**src/rtl/ucaspian_pkg.sv**
```systemverilog
// ---------------------------------------------------------------------------
// ucaspian_pkg
// Shared types for the uCaspian timestep scheduler: host command opcodes,
// scheduler FSM states and the default step-count width.
// ---------------------------------------------------------------------------
package ucaspian_pkg;

   localparam int unsigned CNT_W_DEF = 16;

   // Host command opcodes (encoding is part of the packet format)
   typedef enum logic [1:0] {
      OP_RUN          = 2'd0,
      OP_CLEAR_ACT    = 2'd1,
      OP_CLEAR_CONFIG = 2'd2,
      OP_STATUS       = 2'd3
   } op_e;

   typedef enum logic [2:0] {
      ST_IDLE   = 3'd0,
      ST_CLEAR  = 3'd1,
      ST_PULSE  = 3'd2,
      ST_SETTLE = 3'd3,
      ST_WAIT   = 3'd4,
      ST_RESP   = 3'd5
   } state_e;

endpackage

```
**src/rtl/ucaspian_all_done.sv**
```systemverilog
// ---------------------------------------------------------------------------
// ucaspian_all_done
// Registered AND-reduce of per-unit done flags with a hold-off window.
// A start pulse (re)arms the window: for holdoff_i sampled cycles after it
// the inputs are ignored, afterwards done_o follows &in_i one cycle late.
//
// Ports:
//   clk, reset  clock, synchronous active-high reset
//   start_i     arm the hold-off window (clears done_o)
//   holdoff_i   number of sampled cycles to ignore after start_i
//   in_i        per-unit done flags
//   done_o      all units done, registered
// ---------------------------------------------------------------------------
module ucaspian_all_done
   import ucaspian_pkg::*;
#(
   parameter int unsigned N      = 3,
   parameter int unsigned HOLD_W = 2
) (
   input  logic              clk,
   input  logic              reset,
   input  logic              start_i,
   input  logic [HOLD_W-1:0] holdoff_i,
   input  logic [N-1:0]      in_i,
   output logic              done_o
);

   logic [HOLD_W-1:0] cnt_q, cnt_d;
   logic              done_q, done_d;

   // Hold-off countdown; done only sampled once the window has drained
   always_comb begin
      cnt_d  = cnt_q;
      done_d = 1'b0;
      if (start_i) begin
         cnt_d = holdoff_i;
      end else if (cnt_q != '0) begin
         cnt_d = cnt_q - HOLD_W'(1);
      end else begin
         done_d = &in_i;
      end
   end

   always_ff @(posedge clk) begin
      if (reset) begin
         cnt_q  <= '0;
         done_q <= 1'b0;
      end else begin
         cnt_q  <= cnt_d;
         done_q <= done_d;
      end
   end

   assign done_o = done_q;

endmodule

```
**src/rtl/ucaspian_step_ctrl.sv**
```systemverilog
// ---------------------------------------------------------------------------
// ucaspian_step_ctrl
// Timestep scheduler: accepts host commands (RUN n steps, CLEAR_ACT,
// CLEAR_CONFIG, STATUS), sequences enable/next_step/clear lines to the
// compute units, collects their done flags and returns one response per
// command. All outputs are registered (decoded from the next state).
//
// Ports:
//   clk, reset          clock, synchronous active-high reset
//   cmd_op/steps/vld/rdy  host command channel
//   halt                stop a RUN after the step in progress completes
//   enable, next_step   unit enable, one-cycle step-start pulse
//   clear_act/config    clear request levels
//   step_done/clear_done  per-unit completion flags
//   resp_vld/rdy/op/count response channel
//   total_steps         steps executed since last clear/reset (wrapping)
//   busy                scheduler not idle
// ---------------------------------------------------------------------------
module ucaspian_step_ctrl
   import ucaspian_pkg::*;
#(
   parameter int unsigned NUM_UNITS = 3,
   parameter int unsigned SETTLE    = 2,
   parameter int unsigned CNT_W     = CNT_W_DEF
) (
   input  logic                 clk,
   input  logic                 reset,
   input  logic [1:0]           cmd_op,
   input  logic [CNT_W-1:0]     cmd_steps,
   input  logic                 cmd_vld,
   output logic                 cmd_rdy,
   input  logic                 halt,
   output logic                 enable,
   output logic                 next_step,
   output logic                 clear_act,
   output logic                 clear_config,
   input  logic [NUM_UNITS-1:0] step_done,
   input  logic [NUM_UNITS-1:0] clear_done,
   output logic                 resp_vld,
   input  logic                 resp_rdy,
   output logic [1:0]           resp_op,
   output logic [CNT_W-1:0]     resp_count,
   output logic [CNT_W-1:0]     total_steps,
   output logic                 busy
);

   localparam int unsigned HOLD_W = $clog2(SETTLE + 2);

   state_e            state_q, state_d;
   op_e               op_q, op_d;
   logic [CNT_W-1:0]  remaining_q, remaining_d;
   logic [CNT_W-1:0]  run_cnt_q, run_cnt_d;
   logic [CNT_W-1:0]  total_q, total_d;
   logic [HOLD_W-1:0] settle_q, settle_d;
   logic [1:0]        resp_op_q, resp_op_d;
   logic [CNT_W-1:0]  resp_count_q, resp_count_d;
   logic              cmd_rdy_q, cmd_rdy_d;
   logic              enable_q, enable_d;
   logic              next_step_q, next_step_d;
   logic              clear_act_q, clear_act_d;
   logic              clear_cfg_q, clear_cfg_d;
   logic              resp_vld_q, resp_vld_d;
   logic              busy_q, busy_d;

   logic step_start, clr_start;
   logic step_all, clr_all;

   // Step detector re-arms on every pulse so the units' stale step_done drains
   assign step_start = (state_d == ST_PULSE);
   // Clear detector ignores the first cycle the clear line is up
   assign clr_start  = (state_d == ST_CLEAR) && (state_q != ST_CLEAR);

   ucaspian_all_done #(.N(NUM_UNITS), .HOLD_W(HOLD_W)) u_step_done (
      .clk       (clk),
      .reset     (reset),
      .start_i   (step_start),
      .holdoff_i (HOLD_W'(SETTLE)),
      .in_i      (step_done),
      .done_o    (step_all)
   );

   ucaspian_all_done #(.N(NUM_UNITS), .HOLD_W(HOLD_W)) u_clear_done (
      .clk       (clk),
      .reset     (reset),
      .start_i   (clr_start),
      .holdoff_i (HOLD_W'(1)),
      .in_i      (clear_done),
      .done_o    (clr_all)
   );

   // Next-state, datapath and registered-output decode
   always_comb begin
      state_d      = state_q;
      op_d         = op_q;
      remaining_d  = remaining_q;
      run_cnt_d    = run_cnt_q;
      total_d      = total_q;
      settle_d     = settle_q;
      resp_op_d    = resp_op_q;
      resp_count_d = resp_count_q;

      case (state_q)
         ST_IDLE: begin
            if (cmd_vld && cmd_rdy_q) begin
               op_d        = op_e'(cmd_op);
               remaining_d = cmd_steps;
               run_cnt_d   = '0;
               case (op_e'(cmd_op))
                  OP_CLEAR_ACT, OP_CLEAR_CONFIG: state_d = ST_CLEAR;
                  OP_STATUS: begin
                     state_d      = ST_RESP;
                     resp_op_d    = cmd_op;
                     resp_count_d = total_q;
                  end
                  default: begin
                     if (cmd_steps == '0) begin
                        state_d      = ST_RESP;
                        resp_op_d    = cmd_op;
                        resp_count_d = '0;
                     end else begin
                        state_d = ST_PULSE;
                     end
                  end
               endcase
            end
         end
         ST_CLEAR: begin
            if (clr_all) begin
               total_d      = '0;
               state_d      = ST_RESP;
               resp_op_d    = op_q;
               resp_count_d = '0;
            end
         end
         ST_PULSE: begin
            settle_d = HOLD_W'(SETTLE);
            state_d  = ST_SETTLE;
         end
         ST_SETTLE: begin
            settle_d = settle_q - HOLD_W'(1);
            if (settle_d == '0) state_d = ST_WAIT;
         end
         ST_WAIT: begin
            if (step_all) begin
               run_cnt_d   = run_cnt_q + CNT_W'(1);
               total_d     = total_q + CNT_W'(1);
               remaining_d = remaining_q - CNT_W'(1);
               // halt only takes effect at a step boundary
               if (remaining_q == CNT_W'(1) || halt) begin
                  state_d      = ST_RESP;
                  resp_op_d    = op_q;
                  resp_count_d = run_cnt_q + CNT_W'(1);
               end else begin
                  state_d = ST_PULSE;
               end
            end
         end
         ST_RESP: begin
            if (resp_rdy) state_d = ST_IDLE;
         end
         default: state_d = ST_IDLE;
      endcase

      cmd_rdy_d   = (state_d == ST_IDLE);
      enable_d    = (state_d == ST_PULSE) || (state_d == ST_SETTLE) ||
                    (state_d == ST_WAIT);
      next_step_d = (state_d == ST_PULSE);
      clear_act_d = (state_d == ST_CLEAR) && (op_d == OP_CLEAR_ACT);
      clear_cfg_d = (state_d == ST_CLEAR) && (op_d == OP_CLEAR_CONFIG);
      resp_vld_d  = (state_d == ST_RESP);
      busy_d      = (state_d != ST_IDLE);
   end

   always_ff @(posedge clk) begin
      if (reset) begin
         state_q      <= ST_IDLE;
         op_q         <= OP_RUN;
         remaining_q  <= '0;
         run_cnt_q    <= '0;
         total_q      <= '0;
         settle_q     <= '0;
         resp_op_q    <= '0;
         resp_count_q <= '0;
         cmd_rdy_q    <= 1'b1;
         enable_q     <= 1'b0;
         next_step_q  <= 1'b0;
         clear_act_q  <= 1'b0;
         clear_cfg_q  <= 1'b0;
         resp_vld_q   <= 1'b0;
         busy_q       <= 1'b0;
      end else begin
         state_q      <= state_d;
         op_q         <= op_d;
         remaining_q  <= remaining_d;
         run_cnt_q    <= run_cnt_d;
         total_q      <= total_d;
         settle_q     <= settle_d;
         resp_op_q    <= resp_op_d;
         resp_count_q <= resp_count_d;
         cmd_rdy_q    <= cmd_rdy_d;
         enable_q     <= enable_d;
         next_step_q  <= next_step_d;
         clear_act_q  <= clear_act_d;
         clear_cfg_q  <= clear_cfg_d;
         resp_vld_q   <= resp_vld_d;
         busy_q       <= busy_d;
      end
   end

   assign cmd_rdy      = cmd_rdy_q;
   assign enable       = enable_q;
   assign next_step    = next_step_q;
   assign clear_act    = clear_act_q;
   assign clear_config = clear_cfg_q;
   assign resp_vld     = resp_vld_q;
   assign resp_op      = resp_op_q;
   assign resp_count   = resp_count_q;
   assign total_steps  = total_q;
   assign busy         = busy_q;

endmodule

```
**config.mk**
```make
export PLATFORM = sky130hd
export DESIGN_NAME = ucaspian_step_ctrl
export DESIGN_NICKNAME = d
export VERILOG_FILES = /design/src/rtl/ucaspian_pkg.sv /design/src/rtl/ucaspian_all_done.sv /design/src/rtl/ucaspian_step_ctrl.sv
export SDC_FILE = /design/constraint.sdc
export NUM_CORES = 1
export LEC_CHECK = 0
export ABC_AREA = 1
export CAP_MARGIN = 25
export CORE_MARGIN = 3
export CORE_UTILIZATION = 45
export DETAILED_ROUTE_END_ITERATION = 6
export PLACE_DENSITY_LB_ADDON = 0.3
export SLEW_MARGIN = 20
export SYNTH_ARGS = -nofsm -noshare
export SYNTH_HDL_FRONTEND = slang
export SYNTH_HIERARCHICAL = 1
export SYNTH_SLANG_ARGS = --single-unit
```
**constraint.sdc**
```tcl
create_clock -name clk -period 5.39 [get_ports clk]
set_clock_uncertainty 0.05 [all_clocks]
set_input_delay 0.8085 -clock clk [delete_from_list [all_inputs] [get_ports clk]]
set_output_delay 0.8085 -clock clk [all_outputs]
set_load 0.01 [all_outputs]
```
==> results of run 1 <==
## worst max-delay path, delay by kind of cell (launching register included)
kind	cells	cell delay, ns
simple gates	4	1.40
buf+inv	1	0.51
flops	1	0.43
compound gates	2	0.39
## cell type report
cell class	instances	area (sq um)
Clock buffer	11	141.4
Clock inverter	5	82.58
Multi-Input combinational cell	543	2534
Sequential cell	86	1722
Inverter	97	364.1
Tap cell	133	166.4
Fill cell	982	4284
Timing Repair Buffer	71	705.7
## cell usage after synthesis, types with 4 or more instances
cell	n
o21ai_0	59
dfxtp_1	86
a21oi_1	45
nand2_1	195
inv_1	91
clkbuf_1	8
buf_4	5
a211oi_1	4
nor3_1	18
nor2_1	110
xor2_1	4
ha_1	9
nand3_1	45
a31oi_1	8
inv_2	6
nor2_2	7
nand4_1	11
buf_2	9
## flip-flops by register name, summed over array words and instances (netlist names), 2 cells and up
signal              cells
u_clear_done/cnt_q      2
settle_q                2
run_cnt_q              16
op_q                    2
state_q                 3
total_steps            16
u_step_done/cnt_q       2
resp_op                 2
resp_count             16
remaining_q            16
## per-layer routing
metal	GRT usage	share of wire	routed length (um)
met1	0.2693	0.45	5226
met4	0.05410	0.015	171
met2	0.3517	0.48	5623
met5	0	0	0
met3	0.04559	0.054	634
## report_power, final
part	internal (mW)	total (mW)	leakage [nW]	switching, mW
Combinational	0.355	0.886	1.71	0.531
Clock	0.275	0.509	0.113	0.234
Sequential	0.776	0.876	0.704	0.100
## logic make-up (layout without fill, tap and decap cells)
kind of cell,after synthesis,after routing,synth area share
simple gates,398,398,0.3521
xor+xnor,7,7,0.01292
compound gates,125,125,0.1418
fa+ha+maj,9,9,0.02372
other cells,2,4,0.001582
buf+inv,121,184,0.1052
flops,86,86,0.3627
## metrics by stage
stage / hold WS (ns) / utilization / instance area (sq um) / power [mW] / instances
floorplan: 0.3892 / - / 4755 / 1.521 / 750
global placement: 0.4040 / 0.5492 / 5492 / 1.740 / 930
detailed placement: 0.4266 / 0.5492 / 5492 / 1.767 / 930
CTS: 0.4420 / 0.5716 / 5715 / 2.284 / 946
global route: 0.4647 / 0.5716 / 5715 / 2.468 / 946
finish: 0.4397 / 0.5716 / 5715 / 2.271 / 946
## worst paths after layout
path / endpoint / slack, ns / depth (start not counted)
worst min register to register: settle_q[1] / 0.44 / 2
worst min-delay path: settle_q[1] / 0.44 / 2
worst max-delay path: run_cnt_q[1] / 2.44 / 7
worst max register to register: run_cnt_q[1] / 2.44 / 7
==> impl_metrics.py, run 1 <==
metrics = {
    "clock_tree": {
        "cts.clk_slew.worst_paths_ns": 0.09,
        "clock_latency_ns": 0.36,
        "cts_htree_levels": 3,
        "ctsResizeCount": 0,
        "cts_hold_buf": 0,
        "cts_buffers": 9,
        "tritoncts": "yes",
        "postCtsSetupBuffers": 0,
        "cts_sinks": 86,
        "max-clock-path-buffers": 2,
        "clock_tree.root_cell": "clkbuf_8",
    },
    "die": {
        "die_y_um": 108.7,
        "fp.dieW_um": 108.7,
        "row_count": 36,
        "pin_count": 70,
        "core_sq_um": 10000,
        "dieArea_sq_um": 11820,
        "initial_utilization": 0.4747,
    },
    "worst_setup_path": {
        "cp-end-kind": "flop",
        "worstPathCellList": "nor2_1 -> nand2_1 -> nor2_2 -> nor2_1 -> inv_2 -> o21ai_0 -> a21oi_1",
        "startpoint": "state_q[0]",
        "critPathRequiredTime_ns": 5.55,
        "path_class": "reg2reg",
        "cp_max_fo": 54,
        "critPathSlowestCell": "nand2_1",
        "max_stage_delay_ns": 0.59,
        "worst_path_most_repeated_cell": "nor2_1",
        "rr_startpoint": "state_q[0]",
        "startpoint_type": "flop",
        "arrival_ns": 3.11,
    },
    "global_routing": {
        "track_usage": 0.2081,
        "grt_pass1_vias": 4368,
        "grt_max_degree": 55,
        "overflow": 0,
        "grt_antenna_before_repair": 0,
        "grt_pass1_wl_um": 19840,
    },
    "placement": {
        "gp_congestion": 0.8967,
        "dp_slack_ns": 2.121,
        "portBuffers": 69,
        "dp_hpwl_um": 8609,
    },
    "sta": {
        "finalWorstSetupSlack_ns": 2.438,
        "period_share": 0.5477,
        "period_needed_ns": 2.952,
        "fin_setup_tns_ns": 0,
        "slew_violations": 0,
        "rsz0062_at_grt": "false",
        "slew-limit-headroom": 0.4734,
        "max_freq_mhz": 338.8,
        "tightest_slew_ns": 0.7880,
        "hold_viol_final": 0,
        "setup_viol": 0,
    },
    "finish": {
        "area_growth_pct": 20.40,
        "drive_gt1_frac": 0.05043,
        "layout_commonest_cell": "nand2_1",
        "final_cell_mix": "nand2_1, nor2_1, inv_1",
        "antenna_cells": 0,
        "nNetsFinal": 846,
    },
    "routing": {
        "drc": 0,
        "routedWlPerCell_um": 12.32,
        "vias": 4807,
        "dr.pass1.iters": 5,
        "drtIter0Drc": 289,
        "drt_wl_total_um": 11660,
        "vias_per_cell": 5.081,
        "ant_nets": 0,
    },
    "logic_synthesis": {
        "syn_avg_cell_area_sq_um": 6.346,
        "ys_seq_area_frac": 0.3627,
        "synth_seq_cells": 86,
        "synth_edf_count": 0,
        "synth_top_area_share": 0.3627,
        "synth_flop_cell": "dfxtp_1",
        "syn-instance-count": 748,
        "yosysTopAreaCell": "dfxtp_1",
        "yosysWarningCount": 6,
        "synthDistinctLibCells": 36,
        "async_flop_share": 0,
        "yosys-top-cells-area": "dfxtp_1, nand2_1, nor2_1",
        "syn_area_sq_um": 4747,
    },
    "pwr": {
        "p_per_area_nw_per_um2": 397.3,
        "ir_drop_mv": 0.2461,
        "p_leak_nw": 2.523,
    },
    "outcome": {
        "status": "complete, no violations",
    },
    "flow_run": {
        "maxCapViolCount": 0,
    },
    "min_path": {
        "hold_path_class": "reg2reg",
        "holdCritStartpoint": "settle_q[1]",
    },
}
(Power assumes the default switching activity.)
==> run 2, diff against run 1 <==
clock period = 2.7 ns   (was 5.39 ns; I/O delays follow)
==> impl_metrics.py, run 2 (synthesis gave the netlist of run 1 again) <==
metrics = {
    "outcome": {
        "status": "complete, no violations",
    },
    "worst_setup_path": {
        "cp_max_fo": 4,
        "path_class": "reg2reg",
        "arrival_ns": 2.46,
        "worst_path_most_repeated_cell": "nand2_1",
        "r2r_setup_slack_ns": 0.45,
        "cp-end-kind": "flop",
        "startpoint_type": "flop",
        "path_delay_family": "simple AND/OR/NAND/NOR gates",
        "critPathSlowestCell": "dfxtp_1",
        "worstPathCellList": "nor2_1 -> nand2_1 -> nor2_1 -> nand2_1 -> nand2_2 -> nand2_1 -> nand3_1 -> nand2_1 -> nor3_1 -> inv_1 -> nand3_1 -> nand3_1 -> nand2_1 -> inv_1",
        "rr_worst_depth": 14,
        "critPathRequiredTime_ns": 2.91,
        "critical_path_buf_inv_count": 2,
        "max_stage_delay_ns": 0.35,
        "rr_startpoint": "remaining_q[7]",
        "regToRegEndpoint": "u_clear_done/cnt_q[1]",
    },
    "routing": {
        "dr.pass1.iters": 6,
        "vias": 4934,
        "drtIter0Drc": 274,
        "ant_nets": 0,
        "drc": 0,
        "drt_wl_total_um": 12340,
        "routedWlPerCell_um": 12.92,
        "vias_per_cell": 5.166,
    },
    "placement": {
        "portBuffers": 69,
        "dp_slack_ns": 0.09519,
        "gp_congestion": 0.9006,
        "dp_hpwl_um": 9146,
    },
    "global_routing": {
        "overflow": 0,
        "grt_max_degree": 30,
        "grt_pass1_vias": 4564,
        "grt_antenna_before_repair": 0,
        "track_usage": 0.2166,
        "grt_pass1_wl_um": 20580,
    },
    "finish": {
        "final_cell_mix": "nand2_1, nor2_1, inv_1",
        "area_growth_pct": 22.51,
        "drive_gt1_frac": 0.06204,
        "final_core_util": 0.5816,
        "layout_commonest_cell": "nand2_1",
        "antenna_cells": 0,
        "nNetsFinal": 855,
    },
    "flow_run": {
        "maxCapViolCount": 0,
    },
    "pwr": {
        "p_per_area_nw_per_um2": 815.7,
        "p_leak_nw": 2.574,
        "ir_drop_mv": 0.4060,
    },
    "min_path": {
        "holdCritStartpoint": "settle_q[1]",
        "hold_path_class": "reg2reg",
        "hold_depth": 2,
        "holdPathEnd": "settle_q[1]",
    },
    "sta": {
        "hold_viol_final": 0,
        "period_needed_ns": 2.249,
        "rsz0062_at_grt": "false",
        "slew_violations": 0,
        "slew-limit-headroom": 0.6254,
        "period_share": 0.8331,
        "max_freq_mhz": 444.6,
        "finalWorstSetupSlack_ns": 0.4507,
        "setup_viol": 0,
        "fin_setup_tns_ns": 0,
        "tightest_slew_ns": 0.5612,
    },
    "die": {
        "pin_count": 70,
        "fp.dieW_um": 108.7,
        "row_count": 36,
        "dieArea_sq_um": 11820,
        "core_sq_um": 10000,
        "die_y_um": 108.7,
        "initial_utilization": 0.4747,
    },
    "clock_tree": {
        "cts_htree_levels": 3,
        "cts_buffers": 9,
        "cts_hold_buf": 0,
        "ctsResizeCount": 0,
        "clock_latency_ns": 0.36,
        "cts.clk_slew.worst_paths_ns": 0.08,
        "postCtsSetupBuffers": 0,
        "cts_sinks": 86,
        "clock_tree.root_cell": "clkbuf_8",
        "max-clock-path-buffers": 2,
        "tritoncts": "yes",
    },
}
==> run 2: through the flow <==
step           instance area [sq um]  hold WS, ns  cells  power (mW)
2_1_floorplan                   4755       0.3892    750       3.037
3_3_place_gp                    5559       0.4033    939       3.535
3_5_place_dp                    5559       0.4178    939       3.605
4_1_cts                         5816       0.4315    955       4.758
5_1_grt                         5816       0.4557    955       5.117
6_report                        5816       0.4258    955       4.744
==> run 2: worst reg2reg max path, stage by stage, from the launching register on <==
cell and delay (ns):
dfxtp_1 0.35, nor2_1 0.18, nand2_1 0.14, nor2_1 0.11
nand2_1 0.14, nand2_2 0.09, nand2_1 0.07, nand3_1 0.17
nand2_1 0.13, nor3_1 0.29, inv_1 0.15, nand3_1 0.10
nand3_1 0.08, nand2_1 0.06, inv_1 0.03
==> run 2: routing by layer <==
metal  vias up  GRT usage  share of wire
met5         -          0              0
met2       149     0.3822           0.50
li1       2527          -              -
met4         0    0.04779         0.0066
met3         8    0.05269          0.051
met1      2250     0.2669           0.44
==> run 2: worst max-delay path by stage <==
stage | from | to | slack [ns] | cells past startpoint
after floorplan | cmd_op[0] | u_clear_done/cnt_q[1] | 0.81 | 11
after global placement | cmd_steps[8] | u_clear_done/cnt_q[1] | 0.20 | 15
after detailed placement | cmd_steps[8] | u_clear_done/cnt_q[1] | 0.1 | 15
after CTS | cmd_steps[8] | u_clear_done/cnt_q[1] | 0.49 | 15
after global routing | remaining_q[7] | u_clear_done/cnt_q[1] | 0.25 | 14
final | remaining_q[7] | u_clear_done/cnt_q[1] | 0.45 | 14
==> run 2: report_power, final <==
part,internal (mW),switching [mW],total [mW]
combinational,0.746,1.11,1.85
clock,0.665,0.478,1.14
sequential,1.55,0.199,1.75
==> run 2: final cells by class <==
cell class                 count  area, sq um
multi-input combinational    543         2534
sequential                    86         1722
tap                          133        166.4
clock buffer                  11        151.4
inverter                      97        364.1
fill                        1000         4184
timing repair buffer          80        773.2
clock inverter                 5        105.1
==> run 3, diff against run 2 <==
clock period = 2.1 ns   (was 2.7 ns; I/O delays follow)
==> impl_metrics.py, run 3 (synthesis gave the netlist of run 1 again) <==
metrics = {
    "clock_tree": {
        "cts.clk_slew.worst_paths_ns": 0.10,
        "postCtsSetupBuffers": 0,
        "max-clock-path-buffers": 2,
        "clock_latency_ns": 0.35,
        "cts_buffers": 9,
        "clock_tree.root_cell": "clkbuf_8",
        "cts_htree_levels": 3,
        "cts_sinks": 86,
        "tritoncts": "yes",
    },
    "routing": {
        "dr.pass1.iters": 6,
        "drtIter0Drc": 330,
        "vias": 5104,
        "ant_nets": 0,
        "drt_wl_total_um": 12340,
        "vias_per_cell": 5.192,
        "drc": 0,
        "routedWlPerCell_um": 12.55,
    },
    "die": {
        "core_sq_um": 10000,
        "pin_count": 70,
        "dieArea_sq_um": 11820,
        "row_count": 36,
        "initial_utilization": 0.4747,
        "die_y_um": 108.7,
        "fp.dieW_um": 108.7,
    },
    "finish": {
        "final_cell_mix": "nand2_1, nor2_1, inv_1",
        "nFillCells": 987,
        "nNetsFinal": 883,
        "drive_gt1_frac": 0.1129,
        "antenna_cells": 0,
        "layout_commonest_cell": "nand2_1",
        "final_core_util": 0.6030,
        "area_growth_pct": 27.02,
        "final_cell_area_sq_um": 6030,
    },
    "sta": {
        "hold_viol_final": 0,
        "period_needed_ns": 1.928,
        "slew_violations": 0,
        "rsz0062_at_grt": "true",
        "setup_viol": 0,
        "max_freq_mhz": 518.7,
        "period_share": 0.9181,
    },
    "global_routing": {
        "track_usage": 0.2116,
        "grt_antenna_before_repair": 0,
        "met3_usage": 0.03138,
        "grt_pass1_wl_um": 20330,
        "grt_use_met1": 0.2721,
        "grt_max_degree": 51,
        "overflow": 0,
        "gr-max-usage-layer": "met2",
        "gr-usage-met2": 0.3601,
        "grt_pass1_vias": 4567,
    },
    "pwr": {
        "combPwrFrac": 0.437,
        "p_total_mw": 5.952,
        "swShare": 0.4026,
        "p_clk_frac": 0.184,
        "ir_drop_mv": 0.5717,
        "power.switching_mw": 2.396,
        "power.internal_mw": 3.556,
        "p_leak_nw": 2.693,
        "seq_power_share": 0.379,
        "p_per_area_nw_per_um2": 987.1,
    },
    "worst_setup_path": {
        "cp-end-kind": "flop",
        "arrival_ns": 2.14,
        "critPathRequiredTime_ns": 2.31,
        "rr_worst_depth": 9,
        "startpoint_type": "flop",
        "path_class": "reg2reg",
        "cp_max_fo": 5,
    },
    "min_path": {
        "hold_path_class": "reg2reg",
        "hold_depth": 1,
    },
    "outcome": {
        "status": "complete, no violations",
    },
    "placement": {
        "dp_hpwl_um": 9300,
        "portBuffers": 69,
        "gp_congestion": 0.8799,
        "place_area_sq_um": 5807,
    },
    "flow_run": {
        "maxCapViolCount": 0,
    },
}
## run 3: changes by cell type in the layout (fill, tap and decap cells not counted), sizes merged
| cell | before | now |
|---|---|---|
| bufinv | 3 | 0 |
| clkinv | 0 | 2 |
| inv | 97 | 99 |
| clkinvlp | 2 | 3 |
| clkbuf | 11 | 9 |
| buf | 11 | 39 |
## run 3: what timing repair did
action	in CTS	in global routing
hold buffers	0	0
endpoints found under the setup margin	0	6
resized for setup	0	18
## run 3: layer usage
layer / routed length, um / up-vias
met3: 572 / 22
met1: 5571 / 2351
met4: 261 / 0
li1: - / 2582
met5: 0 / -
met2: 5935 / 149
## run 3: layout make-up
| type | count | area [sq um] | share of cell area |
|---|---|---|---|
| Tap cell | 133 | 166.4 | 0.02760 |
| Sequential cell | 86 | 1724 | 0.2860 |
| Multi-Input combinational cell | 543 | 2574 | 0.4269 |
| Inverter | 97 | 364.1 | 0.06039 |
| Clock inverter | 7 | 56.30 | 0.009338 |
| Timing Repair Buffer | 108 | 1021 | 0.1693 |
| Clock buffer | 9 | 123.9 | 0.02054 |
## run 3: critical path, stage by stage, from the launching register on
cell and delay (ns):
dfxtp_1 0.41, ha_1 0.22, nand3_1 0.12, nor2_2 0.19, nand3_1 0.19, or2_2 0.32, nand3_1 0.14, nand2_1 0.06
nor2_1 0.09, nor2_1 0.05
## run 3: worst paths after layout
kind,startpoint,endpoint,slack [ns]
setup / recovery,run_cnt_q[0],resp_count[12],0.17
setup reg to reg,run_cnt_q[0],resp_count[12],0.17
hold reg to reg,settle_q[0],settle_q[0],0.43
hold / removal,settle_q[0],settle_q[0],0.43
## run 3: power by group through the flow
stage | Combinational [mW] | Clock [mW] | Sequential (mW)
final | 2.60 | 1.10 | 2.26
after global routing | 2.96 | 1.19 | 2.30
after CTS | 2.55 | 1.13 | 2.24
after detailed placement | 2.54 | 0 | 2.27
after global placement | 2.45 | 0 | 2.25
after floorplan | 1.61 | 0 | 2.30
## run 3: stage by stage
stage / hold WS (ns) / TNS [ns] / instances / setup slack, ns
finish: 0.4286 / 0 / 983 / 0.1721
CTS: 0.4328 / 0 / 983 / 0.07462
global route: 0.4595 / -0.02799 / 983 / -0.02799
floorplan: 0.3892 / 0 / 750 / 0.2293
detailed placement: 0.4225 / -1.284 / 967 / -0.2783
global placement: 0.4044 / -0.5802 / 967 / -0.1621
